## config.mk

```make
export PLATFORM = sky130hd
export DESIGN_NAME = multicycle_controller
export DESIGN_NICKNAME = d
export VERILOG_FILES = /design/src/rtl/multicycle_controller.sv
export SDC_FILE = /design/constraint.sdc
export NUM_CORES = 1
export LEC_CHECK = 0
export BUFFER_PORTS_ARGS = -buffer_cell sky130_fd_sc_hd__buf_2
export CAP_MARGIN = 20
export CORE_UTILIZATION = 33
export CTS_CLUSTER_SIZE = 24
export DETAILED_ROUTE_END_ITERATION = 6
export MAX_ROUTING_LAYER = met4
export SYNTH_ARGS = -nofsm -noshare
export SYNTH_HDL_FRONTEND = slang
export SYNTH_SLANG_ARGS = --single-unit
```

## constraint.sdc

```tcl
create_clock -name clk -period 1.92 [get_ports clk]
set_clock_uncertainty 0.15 [all_clocks]
set_input_delay 0.576 -clock clk [delete_from_list [all_inputs] [get_ports clk]]
set_output_delay 0.576 -clock clk [all_outputs]
set_load 0.05 [all_outputs]
```

## src/rtl/multicycle_controller.sv

```systemverilog
// rtl/multicycle_controller.sv - multi-cycle Yu Core control FSM (optional JAL path: YUCORE_JAL_EN)
`timescale 1ns/1ps
module multicycle_controller #(
  parameter bit ILLEGAL_HALT = 1'b1
) (
  input  logic       clk,
  input  logic       reset,
  input  logic [6:0] opcode,
  input  logic       zero,
  input  logic       memReady,
  output logic       pcWrite,
  output logic       adrSrc,
  output logic       memWrite,
  output logic       irWrite,
  output logic [1:0] resultSrc,
  output logic [1:0] ALUSrcA,
  output logic [1:0] ALUSrcB,
  output logic [1:0] ALUOp,
  output logic [1:0] immSrc,
  output logic       regWrite,
  output logic       instrDone,
  output logic       illegalInstr
);

  localparam logic [6:0] OP_LW = 7'b0000011;
  localparam logic [6:0] OP_SW = 7'b0100011;
  localparam logic [6:0] OP_R  = 7'b0110011;
  localparam logic [6:0] OP_I  = 7'b0010011;
  localparam logic [6:0] OP_B  = 7'b1100011;
`ifdef YUCORE_JAL_EN
  localparam logic [6:0] OP_JAL = 7'b1101111;
`endif

  typedef enum logic [3:0] {
    S_FETCH, S_DECODE, S_MEMADR, S_MEMREAD, S_MEMWB, S_MEMWRITE,
    S_EXECUTER, S_EXECUTEI, S_ALUWB, S_BEQ,
`ifdef YUCORE_JAL_EN
    S_JAL,
`endif
    S_ILLEGAL
  } state_t;

  // Moore bits of the next state are registered; *_rdy / pc_zero mark enables
  // that are finished combinationally with memReady or zero.
  typedef struct packed {
    logic       adr;
    logic [1:0] res, srca, srcb, aluop;
    logic       regw, done, done_rdy, pc_rdy, pc_zero, pc_one, ir_rdy, memw, ill;
  } ctrl_t;

  state_t state;
  ctrl_t  ctrl;

  function automatic ctrl_t decode(input state_t s);
    ctrl_t c;
    c = '0;
    case (s)
      S_FETCH:    begin c.res = 2'b10; c.srcb = 2'b10; c.pc_rdy = 1'b1; c.ir_rdy = 1'b1; end
      S_DECODE:   begin c.srca = 2'b01; c.srcb = 2'b01; end
      S_MEMADR:   begin c.srca = 2'b10; c.srcb = 2'b01; end
      S_MEMREAD:  c.adr = 1'b1;
      S_MEMWB:    begin c.res = 2'b01; c.regw = 1'b1; c.done = 1'b1; end
      S_MEMWRITE: begin c.adr = 1'b1; c.memw = 1'b1; c.done_rdy = 1'b1; end
      S_EXECUTER: begin c.srca = 2'b10; c.aluop = 2'b10; end
      S_EXECUTEI: begin c.srca = 2'b10; c.srcb = 2'b01; c.aluop = 2'b10; end
      S_ALUWB:    begin c.regw = 1'b1; c.done = 1'b1; end
      S_BEQ:      begin c.srca = 2'b10; c.aluop = 2'b01; c.pc_zero = 1'b1; c.done = 1'b1; end
`ifdef YUCORE_JAL_EN
      S_JAL:      begin c.srca = 2'b01; c.srcb = 2'b10; c.pc_one = 1'b1; end
`endif
      S_ILLEGAL:  c.ill = 1'b1;
      default:    c = '0;
    endcase
    return c;
  endfunction

  function automatic state_t next_of(input state_t s, input logic [6:0] op, input logic rdy);
    state_t n;
    n = S_FETCH;
    case (s)
      S_FETCH:    n = rdy ? S_DECODE : S_FETCH;
      S_DECODE: begin
        case (op)
          OP_LW, OP_SW: n = S_MEMADR;
          OP_R:         n = S_EXECUTER;
          OP_I:         n = S_EXECUTEI;
          OP_B:         n = S_BEQ;
`ifdef YUCORE_JAL_EN
          OP_JAL:       n = S_JAL;
`endif
          default:      n = S_ILLEGAL;
        endcase
      end
      S_MEMADR:   n = (op == OP_LW) ? S_MEMREAD : S_MEMWRITE;
      S_MEMREAD:  n = rdy ? S_MEMWB : S_MEMREAD;
      S_MEMWRITE: n = rdy ? S_FETCH : S_MEMWRITE;
      S_EXECUTER, S_EXECUTEI: n = S_ALUWB;
`ifdef YUCORE_JAL_EN
      S_JAL:      n = S_ALUWB;
`endif
      S_ILLEGAL:  n = ILLEGAL_HALT ? S_ILLEGAL : S_FETCH;
      default:    n = S_FETCH;
    endcase
    return n;
  endfunction

  always_ff @(posedge clk) begin
    if (reset) begin
      state <= S_FETCH;
      ctrl  <= decode(S_FETCH);
    end else begin
      state <= next_of(state, opcode, memReady);
      ctrl  <= decode(next_of(state, opcode, memReady));
    end
  end

  always_comb begin
    immSrc = 2'b00;
    case (opcode)
      OP_SW:   immSrc = 2'b01;
      OP_B:    immSrc = 2'b10;
`ifdef YUCORE_JAL_EN
      OP_JAL:  immSrc = 2'b11;
`endif
      default: immSrc = 2'b00;
    endcase
  end

  // Enables are forced low while reset is asserted so no partial write escapes.
  assign pcWrite      = ~reset & ((ctrl.pc_rdy & memReady) | (ctrl.pc_zero & zero) | ctrl.pc_one);
  assign irWrite      = ~reset & ctrl.ir_rdy & memReady;
  assign memWrite     = ~reset & ctrl.memw;
  assign regWrite     = ~reset & ctrl.regw;
  assign instrDone    = ~reset & (ctrl.done | (ctrl.done_rdy & memReady));
  assign illegalInstr = ~reset & ctrl.ill;
  assign adrSrc       = ctrl.adr;
  assign resultSrc    = ctrl.res;
  assign ALUSrcA      = ctrl.srca;
  assign ALUSrcB      = ctrl.srcb;
  assign ALUOp        = ctrl.aluop;

endmodule

```

==> results by stage, run 1 <==
Outcome:
- The run finished, with violations left.
- The checks that failed: setup timing.

Global routing:
- The number of global-route vias before repair is 874.
- The wire length of the first global-routing pass is 3767 um.
- Entering global routing, the biggest net connects 12 pins.
- The initial antenna violation count is 0.
- Across every metal layer, demand over resource in global routing totals 18.44%.
- The aggregate global routing overflow is 0.

Worst setup path:
- The type of element capturing the critical path is an output pin.
- STA classifies the critical path startpoint as an input pin.
- STA puts the critical path data required time at 1190 ps.
- Data on the critical path arrives at its endpoint at 1360 ps.
- The setup path with the least slack is of type in2out.
- The worst-path maximum fanout is 2.

STA:
- In the finished design, the share of the clock period the worst path needs comes to 108.7%.
- The number of slew-limit violations in the final report is 0.
- The smallest hold slack is 531.0 ps.
- The total count of hold-check failures in the final report is 0.
- Setup violations remaining at the end of the flow were counted as 4.
- The transition time of the tightest slew-check pin is 319.2 ps.
- Setup repair after global routing could not meet its margin everywhere.
- The timing-limited maximum frequency is 0.4792 GHz.
- The minimum clock period after layout is 2087 ps.
- Measured against its own limit, the worst slew margin works out to 78.65%.
- The worst setup margin is -166.7 ps.

Place:
- Summed over all nets, the half-perimeter wirelength after detailed placement is 1772 um.
- The number of cells in the design after placement is 174.
- OpenSTA, run right after detailed placement, puts the worst setup slack at -327.4 ps.
- Input and output buffers added on the ports amount to 27.
- The final RePlAce weighted congestion is 0.7408.

Logic synthesis:
- The sequential area share after synthesis is 37.57%.
- The count of synthesis-stage warnings from yosys is 0.
- Counting flops and latches in the post-synthesis netlist gives 17.
- Summing every instance area after synthesis gives 905.9 um2.
- The post-synthesis instance total is 98.
- In this run, distinct cell masters in the synthesized netlist total 41.
- The number of flops mapped to enable cells by yosys is 0.
- The net count after synthesis is 109.
- The synthesized area per cell is 9.244 um2.
- In the synthesized netlist the dominant register cell turns out to be sky130_fd_sc_hd__dfxtp_1.
- The fraction of registers with async set/reset is 0%.

Finish:
- Counting the fill cells in the layout gives 223.
- The post-route netlist has 66.01% of its cells at a drive strength greater than 1.
- The final layout contains 165 nets.
- The final antenna diode count is 0.
- The area growth from synthesis to layout is 69.34%.
- The multi-input combinational cells in the finished layout cover a total of 624.3 um2.
- The sequential cells in the finished layout cover a total of 346.6 um2.
- Once layout is complete, the cells apart from fillers number 183.

Die:
- The total area inside the core boundary comes to 0.002545 mm2.
- The height of the die is 54.40 um.
- The row count is 18.
- Once the floorplan was initialized, standard cells occupied 35.59% of the core.
- The die is 54.40 um wide.
- The die area is 0.002959 mm2.
- During I/O placement, the number of pins put on the boundary was 28.

Routing:
- The initial detailed-routing violation count is 5.
- The detail route stage leaves a number of antenna-violating nets equal to 0.
- The count of vias placed by the detailed router is 912.
- The number of vias per cell after detailed routing is 4.984.
- Wires add up to 2354 um.
- After detailed routing, the average wire length per cell comes to 12.86 um.
- The number of design rule violations left after detail routing is 0.
- The detailed-router iteration count before antenna repair is 4.

Hold path:
- The tightest min-delay check is of the in2reg type.

Clock tree:
- The clock net in this run drives a total of 17 sinks.
- TritonCTS built the clock tree.
- The CTS root buffer is sky130_fd_sc_hd__clkbuf_4.
- In this run the number of H-tree levels came out at 1.
- The number of buffers inserted during clock tree synthesis is 3.
- The number of hold buffers added after CTS was 0.
- The clock latency on the worst-skew pair is 290 ps.
- The longest clock path from root to sink contains 2 buffers.
- The clock-pin slew of the registers on the worst-case setup and hold paths is 100 ps.

Power:
- The power per unit of standard cell area is 638.4 mW/mm2.
- The total power after layout is 979.3 uW.
- VDD sags by at most 0.0005211 V.
- The leakage power is 0.0006761 uW.

Flow run:
- The max capacitance violation total is 0.
==> metrics by stage <==
stage	area [um2]	util, %	setup TNS [ps]
detailed placement	1336	52.51	-4018
CTS	1473	57.87	-516.8
floorplan	1017	-	-694.4
global placement	1336	52.51	-3472
finish	1534	60.28	-438.8
global route	1534	60.28	-828.0
==> worst max-delay path, cell delays in order <==
cell                        delay (ps)
sky130_fd_sc_hd__buf_6              90
sky130_fd_sc_hd__nand4bb_4         230
sky130_fd_sc_hd__nor4b_4           260
sky130_fd_sc_hd__buf_6             200
==> final cells by class <==
type | instances | area share [%]
Inverter | 3 | 1.305
Multi-Input combinational cell | 66 | 40.70
Timing Repair Buffer | 63 | 31.16
Clock buffer | 3 | 1.468
Sequential cell | 17 | 22.59
Clock inverter | 1 | 0.3263
Tap cell | 30 | 2.447
==> flip-flops by register name, summed over array words and instances (netlist names) <==
name       cells
ALUSrcA        2
ALUSrcB        1
state          4
ctrl           5
ALUOp          2
adrSrc         1
resultSrc      2
==> cells by family (layout without fill, tap and decap cells) <==
family / Yosys count / count (layout) / synth area share [%]
compound gates: 13 / 13 / 11.05
buf+inv: 15 / 70 / 10.08
flops: 17 / 17 / 37.57
mux: 1 / 1 / 1.243
simple gates: 52 / 52 / 40.05
==> repair_timing <==
action,4_1_cts,5_1_grt
setup buffers,4,1
endpoints found under the setup margin,14,16
pin swaps,8,6
gates resized for setup,23,15
==> cell usage after synthesis (2+ instances only) <==
library cell / number / area share, %
sky130_fd_sc_hd__or4bb_1: 2 / 2.5
sky130_fd_sc_hd__o31a_1: 2 / 1.9
sky130_fd_sc_hd__nor4_1: 2 / 1.4
sky130_fd_sc_hd__o21ai_0: 2 / 1.1
sky130_fd_sc_hd__nor2b_1: 4 / 2.8
sky130_fd_sc_hd__nor3_1: 3 / 1.7
sky130_fd_sc_hd__inv_1: 2 / 0.83
sky130_fd_sc_hd__nand2b_1: 3 / 2.1
sky130_fd_sc_hd__nor2_1: 14 / 5.8
sky130_fd_sc_hd__a21oi_1: 2 / 1.1
sky130_fd_sc_hd__buf_2: 2 / 1.1
sky130_fd_sc_hd__nand2_1: 2 / 0.83
sky130_fd_sc_hd__dfxtp_1: 17 / 38
sky130_fd_sc_hd__nor3b_1: 2 / 1.7
sky130_fd_sc_hd__nand3b_1: 3 / 2.5
sky130_fd_sc_hd__nand4b_1: 2 / 1.9
sky130_fd_sc_hd__buf_4: 8 / 6.6
sky130_fd_sc_hd__and3_1: 2 / 1.4
sky130_fd_sc_hd__nor4b_1: 2 / 1.9
==> routing by layer <==
metal / global-route usage, % / part of all wire [%] / up-vias
met2: 30.49 / 50 / 22
met3: 2.778 / 3.4 / 7
met1: 22.52 / 44 / 431
met5: - / 0 / -
met4: 6.838 / 1.7 / 0
li1: - / - / 452
==> final timing paths <==
path	startpoint	endpoint	slack, ps	cells past startpoint
worst max register to register	state[1]$_SDFF_PP0_	resultSrc[1]$_SDFF_PP1_	-30	6
worst max-delay path	opcode[3]	immSrc[0]	-170	4
worst min register to register	state[1]$_SDFF_PP0_	state[3]$_SDFF_PP0_	540	3
worst min-delay path	reset	state[3]$_SDFF_PP0_	530	3
==> power by group <==
part	switching [uW]	internal, uW
sequential	13.5	379
combinational	218	178
clock	112	77.4
==> placed cells by master, fill, tap and decap left out, types with 3 or more instances in the layout <==
master                     instances
sky130_fd_sc_hd__buf_2            16
sky130_fd_sc_hd__clkbuf_4          4
sky130_fd_sc_hd__nand3b_1          3
sky130_fd_sc_hd__dfxtp_1          14
sky130_fd_sc_hd__nor2_1           11
sky130_fd_sc_hd__nor2_4            3
sky130_fd_sc_hd__buf_6             8
sky130_fd_sc_hd__nor2b_4           3
sky130_fd_sc_hd__buf_4            36
Power figures use the tool's default switching activity.
==> run 2, diff against run 1 <==
--- a/config.mk
+++ b/config.mk
@@ -7,7 +7,9 @@
 export LEC_CHECK = 0
 export BUFFER_PORTS_ARGS = -buffer_cell sky130_fd_sc_hd__buf_2
 export CAP_MARGIN = 20
+export CORE_ASPECT_RATIO = 0.6
 export CORE_UTILIZATION = 33
+export CTS_CLUSTER_DIAMETER = 50
 export CTS_CLUSTER_SIZE = 24
 export DETAILED_ROUTE_END_ITERATION = 6
 export MAX_ROUTING_LAYER = met4
==> constraint.sdc (replaced) <==
create_clock -name clk -period 1.92 [get_ports clk]
set_clock_uncertainty 0.15 [all_clocks]
set_input_delay 0.384 -clock clk [delete_from_list [all_inputs] [get_ports clk]]
set_output_delay 0.384 -clock clk [all_outputs]
set_load 0.05 [all_outputs]
==> results by stage, run 2 (same netlist as run 1, synthesis figures left out) <==
Power:
- The peak ir drop on the vdd network is 0.0006100 V (was 0.0005211 V).
- The power per unit of standard cell area came to 734.2 mW/mm2 (was 638.4 mW/mm2).
- The leakage power is 0.0006610 uW (was 0.0006761 uW).

Worst setup path:
- The critical path startpoint category is a register (was input pin).
- The number of cells on the worst reg-to-reg path is 5 (was 6).
- The worst-path maximum fanout is 6 (was 2).
- The launching point of the worst reg2reg path is state[2]$_SDFF_PP0_ (was state[1]$_SDFF_PP0_).
- The reg-to-reg critical path endpoint is resultSrc[1]$_SDFF_PP1_ (unchanged).
- The critical path required time is 1920 ps (was 1190 ps).
- The type of element capturing the critical path is a register (was output pin).
- The setup slack of the most critical reg-to-reg path is -70 ps (was -30 ps).
- The category of the critical setup timing path is reg2reg (was in2out).
- The worst path arrival time came to 1990 ps (was 1360 ps).

Global routing:
- The initial antenna violation count is 0 (unchanged).
- The aggregate global routing overflow is 0 (unchanged).
- The wire length of the first global-routing pass came to 4015 um (was 3767 um).
- The total global-route track usage is 18.13% (was 18.44%).
- The largest net degree at the start of global routing came to 12 (unchanged).
- The number of global-route vias before repair is 837 (was 874).

STA:
- The minimum clock period after layout is 1990 ps (was 2087 ps).
- The timing-limited maximum frequency is 0.5026 GHz (was 0.4792 GHz).
- The smallest hold slack is 338.0 ps (was 531.0 ps).
- The worst setup margin is -69.51 ps (was -166.7 ps).
- The number of failing setup endpoints in the final timing report is 3 (was 4).
- The tightest slew margin relative to the limit came to 76.47% (was 78.65%).
- The number of slew-limit violations in the final report is 0 (unchanged).
- The transition time of the tightest slew-check pin came to 349.8 ps (was 319.2 ps).
- The total count of hold-check failures in the final report is 0 (unchanged).
- The portion of the clock cycle consumed by the worst path in the final layout is 103.6% (was 108.7%).
- Setup repair after global routing missed its margin: true (unchanged).

Place:
- The placed cell area is 0.001279 mm2 (was 0.001336 mm2).
- The number of cells in the design after placement came to 175 (was 174).
- The final RePlAce weighted congestion is 0.9117 (was 0.7408).
- The HPWL after detailed placement came to 1886 um (was 1772 um).
- The worst-case setup slack after placement is -167.7 ps (was -327.4 ps).
- The number of port buffers is 27 (unchanged).

Die:
- The core outline area was 0.002557 mm2 (was 0.002545 mm2).
- The die width is 69.64 um (was 54.40 um).
- The starting density of the core is 35.42% (was 35.59%).
- The row count was 14 (was 18).
- The number of top-level pins was 28 (unchanged).
- The die area was 0.002966 mm2 (was 0.002959 mm2).
- The height of the die was 42.59 um (was 54.40 um).

Finish:
- Largest registers: ctrl: 5 flops, state: 4 flops (unchanged).
- The register with the most flip-flops is ctrl (unchanged).
- The total number of nets in the final design was 164 (was 165).
- Highest-count cells in the layout ignoring fill and taps: sky130_fd_sc_hd__buf_4 (33), sky130_fd_sc_hd__buf_2 (26), sky130_fd_sc_hd__dfxtp_1 (14), sky130_fd_sc_hd__nor2_1 (13), sky130_fd_sc_hd__nor2b_1 (4) (was sky130_fd_sc_hd__buf_4 (36), sky130_fd_sc_hd__buf_2 (16), sky130_fd_sc_hd__dfxtp_1 (14), sky130_fd_sc_hd__nor2_1 (11), sky130_fd_sc_hd__buf_6 (8)).
- The final core utilization is 54.65% (was 60.28%).
- The final non-filler cell area is 0.001398 mm2 (was 0.001534 mm2).
- The flip-flop count of the largest register, all copies and words added was 5 (unchanged).
- The area growth from synthesis to layout is 54.28% (was 69.34%).
- The final antenna diode count is 0 (unchanged).
- The most common cell after layout, fill and taps aside was sky130_fd_sc_hd__buf_4 (unchanged).
- The count of placed standard cells in the final layout, fillers left out is 184 (was 183).
- The share of post-route cells with drive strength above 1 is 55.92% (was 66.01%).

Routing:
- The count of antenna-violating nets left after detailed routing came to 0 (unchanged).
- The number of vias per cell after detailed routing came to 4.880 (was 4.984).
- The detailed-router iteration count before antenna repair is 4 (unchanged).
- The per-cell routed wire length came to 13.26 um (was 12.86 um).
- The routed wire length is 2440 um (was 2354 um).
- The number of design rule violations left after detail routing is 0 (unchanged).
- The count of vias placed by the detailed router is 898 (was 912).
- The initial detailed-routing violation count came to 42 (was 5).

Clock tree:
- The CTS tree is built (unchanged).
- The CTS root buffer is sky130_fd_sc_hd__clkbuf_8 (was sky130_fd_sc_hd__clkbuf_4).
- The sink count of the clock tree was 17 (unchanged).
- The number of buffers inserted during clock tree synthesis came to 3 (unchanged).
- The number of hold buffers added after cts is 0 (unchanged).
- The number of buffers between clock root and the deepest sink was 2 (unchanged).
- The clock latency on the worst-skew pair is 250 ps (was 290 ps).
- The clock-pin slew of the registers on the worst-case setup and hold paths is 70 ps (was 100 ps).
- The total number of H-tree levels came to 1 (unchanged).

Hold path:
- The worst hold path cell count is 3 (unchanged).
- The worst hold path endpoint is state[1]$_SDFF_PP0_ (was state[3]$_SDFF_PP0_).
- The type of the tightest min-delay check is in2reg (unchanged).
- The startpoint of the worst hold path was reset (unchanged).

Flow run:
- The max capacitance violation total is 0 (unchanged).

Outcome:
- Run status: finished with violations (unchanged).
- Violated checks: setup timing (unchanged).
## run 2: cell count changes in the layout (fill, tap and decap cells not counted), moves of 3 or more
cell and change:
sky130_fd_sc_hd__nor2b_1 +3, sky130_fd_sc_hd__buf_2 +10, sky130_fd_sc_hd__clkbuf_8 +3, sky130_fd_sc_hd__clkbuf_4 -4
sky130_fd_sc_hd__buf_6 -6, sky130_fd_sc_hd__nor2b_4 -3, sky130_fd_sc_hd__buf_4 -3
## run 2: what timing repair did
item,4_1_cts,5_1_grt
setup endpoints to repair,11,10
gates resized for setup,6,4
buffers inserted,0,5
pin swaps,4,1
## run 2: layer usage
metal	vias to the layer above	GRT usage, %	share of wire, %
met5	-	-	0
met1	402	25.22	48
li1	450	-	-
met2	46	26.41	44
met4	0	3.200	0
met3	0	5.288	8.1
## run 2: per-stage QoR
step / power [uW] / TNS (ps)
final: 1026 / -161.6
after global routing: 1074 / -748.0
after global placement: 744.5 / -334.8
after CTS: 1019 / -90.75
after detailed placement: 751.5 / -902.3
after floorplan: 634.3 / -104.7
## run 2: worst max-delay path by stage
stage / startpoint / endpoint
2_1_floorplan: state[3]$_SDFF_PP0_ / resultSrc[1]$_SDFF_PP1_
3_3_place_gp: state[1]$_SDFF_PP0_ / resultSrc[1]$_SDFF_PP1_
3_5_place_dp: opcode[4] / ALUSrcA[1]$_SDFF_PP0_
4_1_cts: state[2]$_SDFF_PP0_ / resultSrc[1]$_SDFF_PP1_
5_1_grt: state[2]$_SDFF_PP0_ / resultSrc[1]$_SDFF_PP1_
6_report: state[2]$_SDFF_PP0_ / resultSrc[1]$_SDFF_PP1_
## run 2: cell type report
| type | instances | area (um2) |
|---|---|---|
| Inverter | 3 | 12.51 |
| Fill cell | 223 | 1160 |
| Tap cell | 32 | 40.04 |
| Clock buffer | 3 | 41.29 |
| Multi-Input combinational cell | 66 | 531.8 |
| Timing Repair Buffer | 62 | 420.4 |
| Clock inverter | 1 | 5.005 |
| Sequential cell | 17 | 346.6 |
## run 2: critical path: stages, from the launching register on
cell                      delay, ps
sky130_fd_sc_hd__dfxtp_4        370
sky130_fd_sc_hd__or4b_4         580
sky130_fd_sc_hd__nor4b_4        310
sky130_fd_sc_hd__nor3_4         110
sky130_fd_sc_hd__and2_4         180
sky130_fd_sc_hd__a31o_1         190
## run 2: power by group
| group | switching (uW) | internal, uW |
|---|---|---|
| combinational | 208 | 157 |
| clock | 120 | 144 |
| sequential | 17.1 | 380 |
| total | 346 | 680 |
==> run 3, diff against run 2 <==
--- a/config.mk
+++ b/config.mk
@@ -8,11 +8,13 @@
 export BUFFER_PORTS_ARGS = -buffer_cell sky130_fd_sc_hd__buf_2
 export CAP_MARGIN = 20
 export CORE_ASPECT_RATIO = 0.6
-export CORE_UTILIZATION = 33
+export CORE_UTILIZATION = 40
 export CTS_CLUSTER_DIAMETER = 50
 export CTS_CLUSTER_SIZE = 24
 export DETAILED_ROUTE_END_ITERATION = 6
+export GPL_ROUTABILITY_DRIVEN = 1
 export MAX_ROUTING_LAYER = met4
+export PLACE_DENSITY = 0.67
 export SYNTH_ARGS = -nofsm -noshare
 export SYNTH_HDL_FRONTEND = slang
 export SYNTH_SLANG_ARGS = --single-unit
==> results by stage, run 3 (same netlist as run 1, synthesis figures left out) <==
Outcome:
- Run status: finished with violations (unchanged).
- Violated checks: setup timing (unchanged).

Finish:
- The most common cell after layout, fill and taps aside was sky130_fd_sc_hd__buf_4 (unchanged).
- Largest registers: ctrl: 5 flops, state: 4 flops (unchanged).
- The filler cell count in the final layout is 164 (was 223).
- The register area is 347.8 um2 (was 346.6 um2).
- The total number of nets in the final design is 160 (was 164).
- The register with the most flip-flops is ctrl (unchanged).
- Highest-count cells in the layout ignoring fill and taps: sky130_fd_sc_hd__buf_4 (29), sky130_fd_sc_hd__buf_2 (26), sky130_fd_sc_hd__dfxtp_1 (13), sky130_fd_sc_hd__nor2_1 (12), sky130_fd_sc_hd__nor2b_1 (4) (was sky130_fd_sc_hd__buf_4 (33), sky130_fd_sc_hd__buf_2 (26), sky130_fd_sc_hd__dfxtp_1 (14), sky130_fd_sc_hd__nor2_1 (13), sky130_fd_sc_hd__nor2b_1 (4)).
- The flip-flop count of the largest register, all copies and words added is 5 (unchanged).
- The share of post-route cells with drive strength above 1 is 56.76% (was 55.92%).
- The area taken by multi-input logic gates is 538.0 um2 (was 531.8 um2).
- The area growth from synthesis to layout is 51.10% (was 54.28%).
- The final antenna diode count is 0 (unchanged).

Worst setup path:
- The type of element capturing the critical path is a register (unchanged).
- The critical path endpoint is resultSrc[1]$_SDFF_PP1_ (unchanged).
- The category of the critical setup timing path was reg2reg (unchanged).
- The worst-path maximum fanout is 6 (unchanged).
- The number of cells on the worst reg-to-reg path came to 5 (unchanged).
- The worst path arrival time was 1960 ps (was 1990 ps).
- The launching point of the worst reg2reg path is state[2]$_SDFF_PP0_ (unchanged).
- The launching element of the worst setup path was state[2]$_SDFF_PP0_ (unchanged).
- The reg-to-reg critical path endpoint is resultSrc[1]$_SDFF_PP1_ (unchanged).
- The critical path startpoint category is a register (unchanged).
- The critical path required time is 1910 ps (was 1920 ps).
- The setup slack of the most critical reg-to-reg path is -40 ps (was -70 ps).

Clock tree:
- The sink count of the clock tree came to 17 (unchanged).
- The clock latency on the worst-skew pair is 250 ps (about the same).
- The number of hold buffers added after cts is 0 (unchanged).
- The CTS root buffer is sky130_fd_sc_hd__clkbuf_8 (unchanged).
- The CTS tree is built (unchanged).
- The number of buffers inserted during clock tree synthesis is 3 (unchanged).
- The number of buffers between clock root and the deepest sink came to 2 (unchanged).
- The clock-pin slew of the registers on the worst-case setup and hold paths is 60 ps (was 70 ps).
- The total number of H-tree levels is 1 (unchanged).

Routing:
- The number of design rule violations left after detail routing was 0 (unchanged).
- The number of vias per cell after detailed routing is 5.085 (was 4.880).
- The initial detailed-routing violation count was 36 (was 42).
- The per-cell routed wire length came to 13.99 um (was 13.26 um).
- The detailed-router iteration count before antenna repair was 4 (unchanged).
- The count of antenna-violating nets left after detailed routing is 0 (unchanged).
- The routed wire length is 2462 um (was 2440 um).
- The count of vias placed by the detailed router was 895 (was 898).

STA:
- The total count of hold-check failures in the final report is 0 (unchanged).
- The number of failing setup endpoints in the final timing report is 4 (was 3).
- The worst setup margin came to -42.57 ps (was -69.51 ps).
- The portion of the clock cycle consumed by the worst path in the final layout came to 102.2% (was 103.6%).
- The timing-limited maximum frequency was 0.5095 GHz (was 0.5026 GHz).
- The number of slew-limit violations in the final report was 0 (unchanged).
- The transition time of the tightest slew-check pin is 394.3 ps (was 349.8 ps).
- Setup repair after global routing missed its margin: true (unchanged).
- The minimum clock period after layout is 1963 ps (was 1990 ps).
- The tightest slew margin relative to the limit is 73.47% (was 76.47%).

Global routing:
- The largest net degree at the start of global routing was 12 (unchanged).
- The aggregate global routing overflow is 0 (unchanged).
- The initial antenna violation count was 0 (unchanged).
- The number of global-route vias before repair is 861 (was 837).
- The wire length of the first global-routing pass is 3926 um (was 4015 um).
- The total global-route track usage is 23.11% (was 18.13%).

Die:
- The die width is 63.44 um (was 69.64 um).
- The row count came to 12 (was 14).
- The die area is 0.002465 mm2 (was 0.002966 mm2).
- The number of top-level pins is 28 (unchanged).
- The height of the die was 38.86 um (was 42.59 um).
- The core outline area came to 0.001982 mm2 (was 0.002557 mm2).
- The starting density of the core is 45.71% (was 35.42%).

Power:
- The fraction of power consumed by combinational cells is 35.8% (was 35.5%).
- The reported net switching power was 333.5 uW (was 345.7 uW).
- The internal power is 680.5 uW (was 680.3 uW).
- The power per unit of standard cell area is 740.8 mW/mm2 (was 734.2 mW/mm2).
- The power share of the clock group is 25.3% (was 25.8%).
- The peak ir drop on the vdd network was 0.0006418 V (was 0.0006100 V).
- The fraction of power consumed by sequential logic is 38.9% (was 38.7%).
- The switching fraction of total power is 32.89% (was 33.70%).
- The leakage power is 0.0006417 uW (was 0.0006610 uW).
- The total power after layout is 1014 uW (was 1026 uW).

Flow run:
- The max capacitance violation total is 0 (unchanged).

Place:
- The HPWL after detailed placement is 1779 um (was 1886 um).
- The worst-case setup slack after placement is -119.4 ps (was -167.7 ps).
- The final RePlAce weighted congestion is 0.8567 (was 0.9117).
- The number of port buffers was 27 (unchanged).

Hold path:
- The type of the tightest min-delay check is in2reg (unchanged).
run 3: routing by layer:
layer | GRT usage [%] | wire, um | vias to the layer above
li1 | - | - | 446
met1 | 26.33 | 1077 | 420
met2 | 42.82 | 1220 | 27
met3 | 6.176 | 155 | 2
met4 | 3.409 | 8 | 0
met5 | - | 0 | -
run 3: area by class of cell:
type	instances	area share, %
sequential	17	25.41
inverter	3	0.9141
timing repair buffer	58	28.52
clock buffer	4	3.291
multi-input combinational	66	39.31
tap	28	2.559
run 3: how the worst min path moves through the flow:
stage                     depth (start not counted)  slack [ps]  start                  end
after floorplan                                   3         430  reset   ctrl[8]$_SDFF_PP0_
after global placement                            3         590  reset  state[3]$_SDFF_PP0_
after detailed placement                          3         590  reset  state[2]$_SDFF_PP0_
after CTS                                         3         330  reset  state[2]$_SDFF_PP0_
after global routing                              3         340  reset  state[2]$_SDFF_PP0_
final                                             3         330  reset  state[2]$_SDFF_PP0_
run 3: worst max-delay path: stages (launching register included):
cell	delay (ps)
sky130_fd_sc_hd__dfxtp_4	350
sky130_fd_sc_hd__or4b_4	560
sky130_fd_sc_hd__nor4b_4	340
sky130_fd_sc_hd__nor3_4	110
sky130_fd_sc_hd__and2_4	160
sky130_fd_sc_hd__a31o_1	190
run 3: timing repair:
action,in CTS,in global routing
pin swaps,8,3
setup buffers,4,0
resized for setup,9,5
endpoints found under the hold margin,0,0
endpoints found under the setup margin,10,13
run 3: power by group through the flow:
stage | clock, uW | combinational, uW | sequential, uW
after floorplan | 0 | 231 | 404
after global placement | 0 | 334 | 401
after detailed placement | 0 | 340 | 402
after CTS | 264 | 358 | 394
after global routing | 279 | 385 | 396
final | 257 | 363 | 395
run 3: stage by stage:
step | cells | cell area, um2 | setup TNS [ps] | hold WS (ps) | utilization, %
floorplan | 98 | 953.4 | -104.7 | 428.9 | -
global placement | 168 | 1251 | -259.4 | 588.6 | 63.13
detailed placement | 168 | 1251 | -445.1 | 590.8 | 63.13
CTS | 176 | 1349 | -281.7 | 325.8 | 68.06
global route | 176 | 1369 | -460.6 | 339.8 | 69.07
finish | 176 | 1369 | -101.7 | 329.2 | 69.07
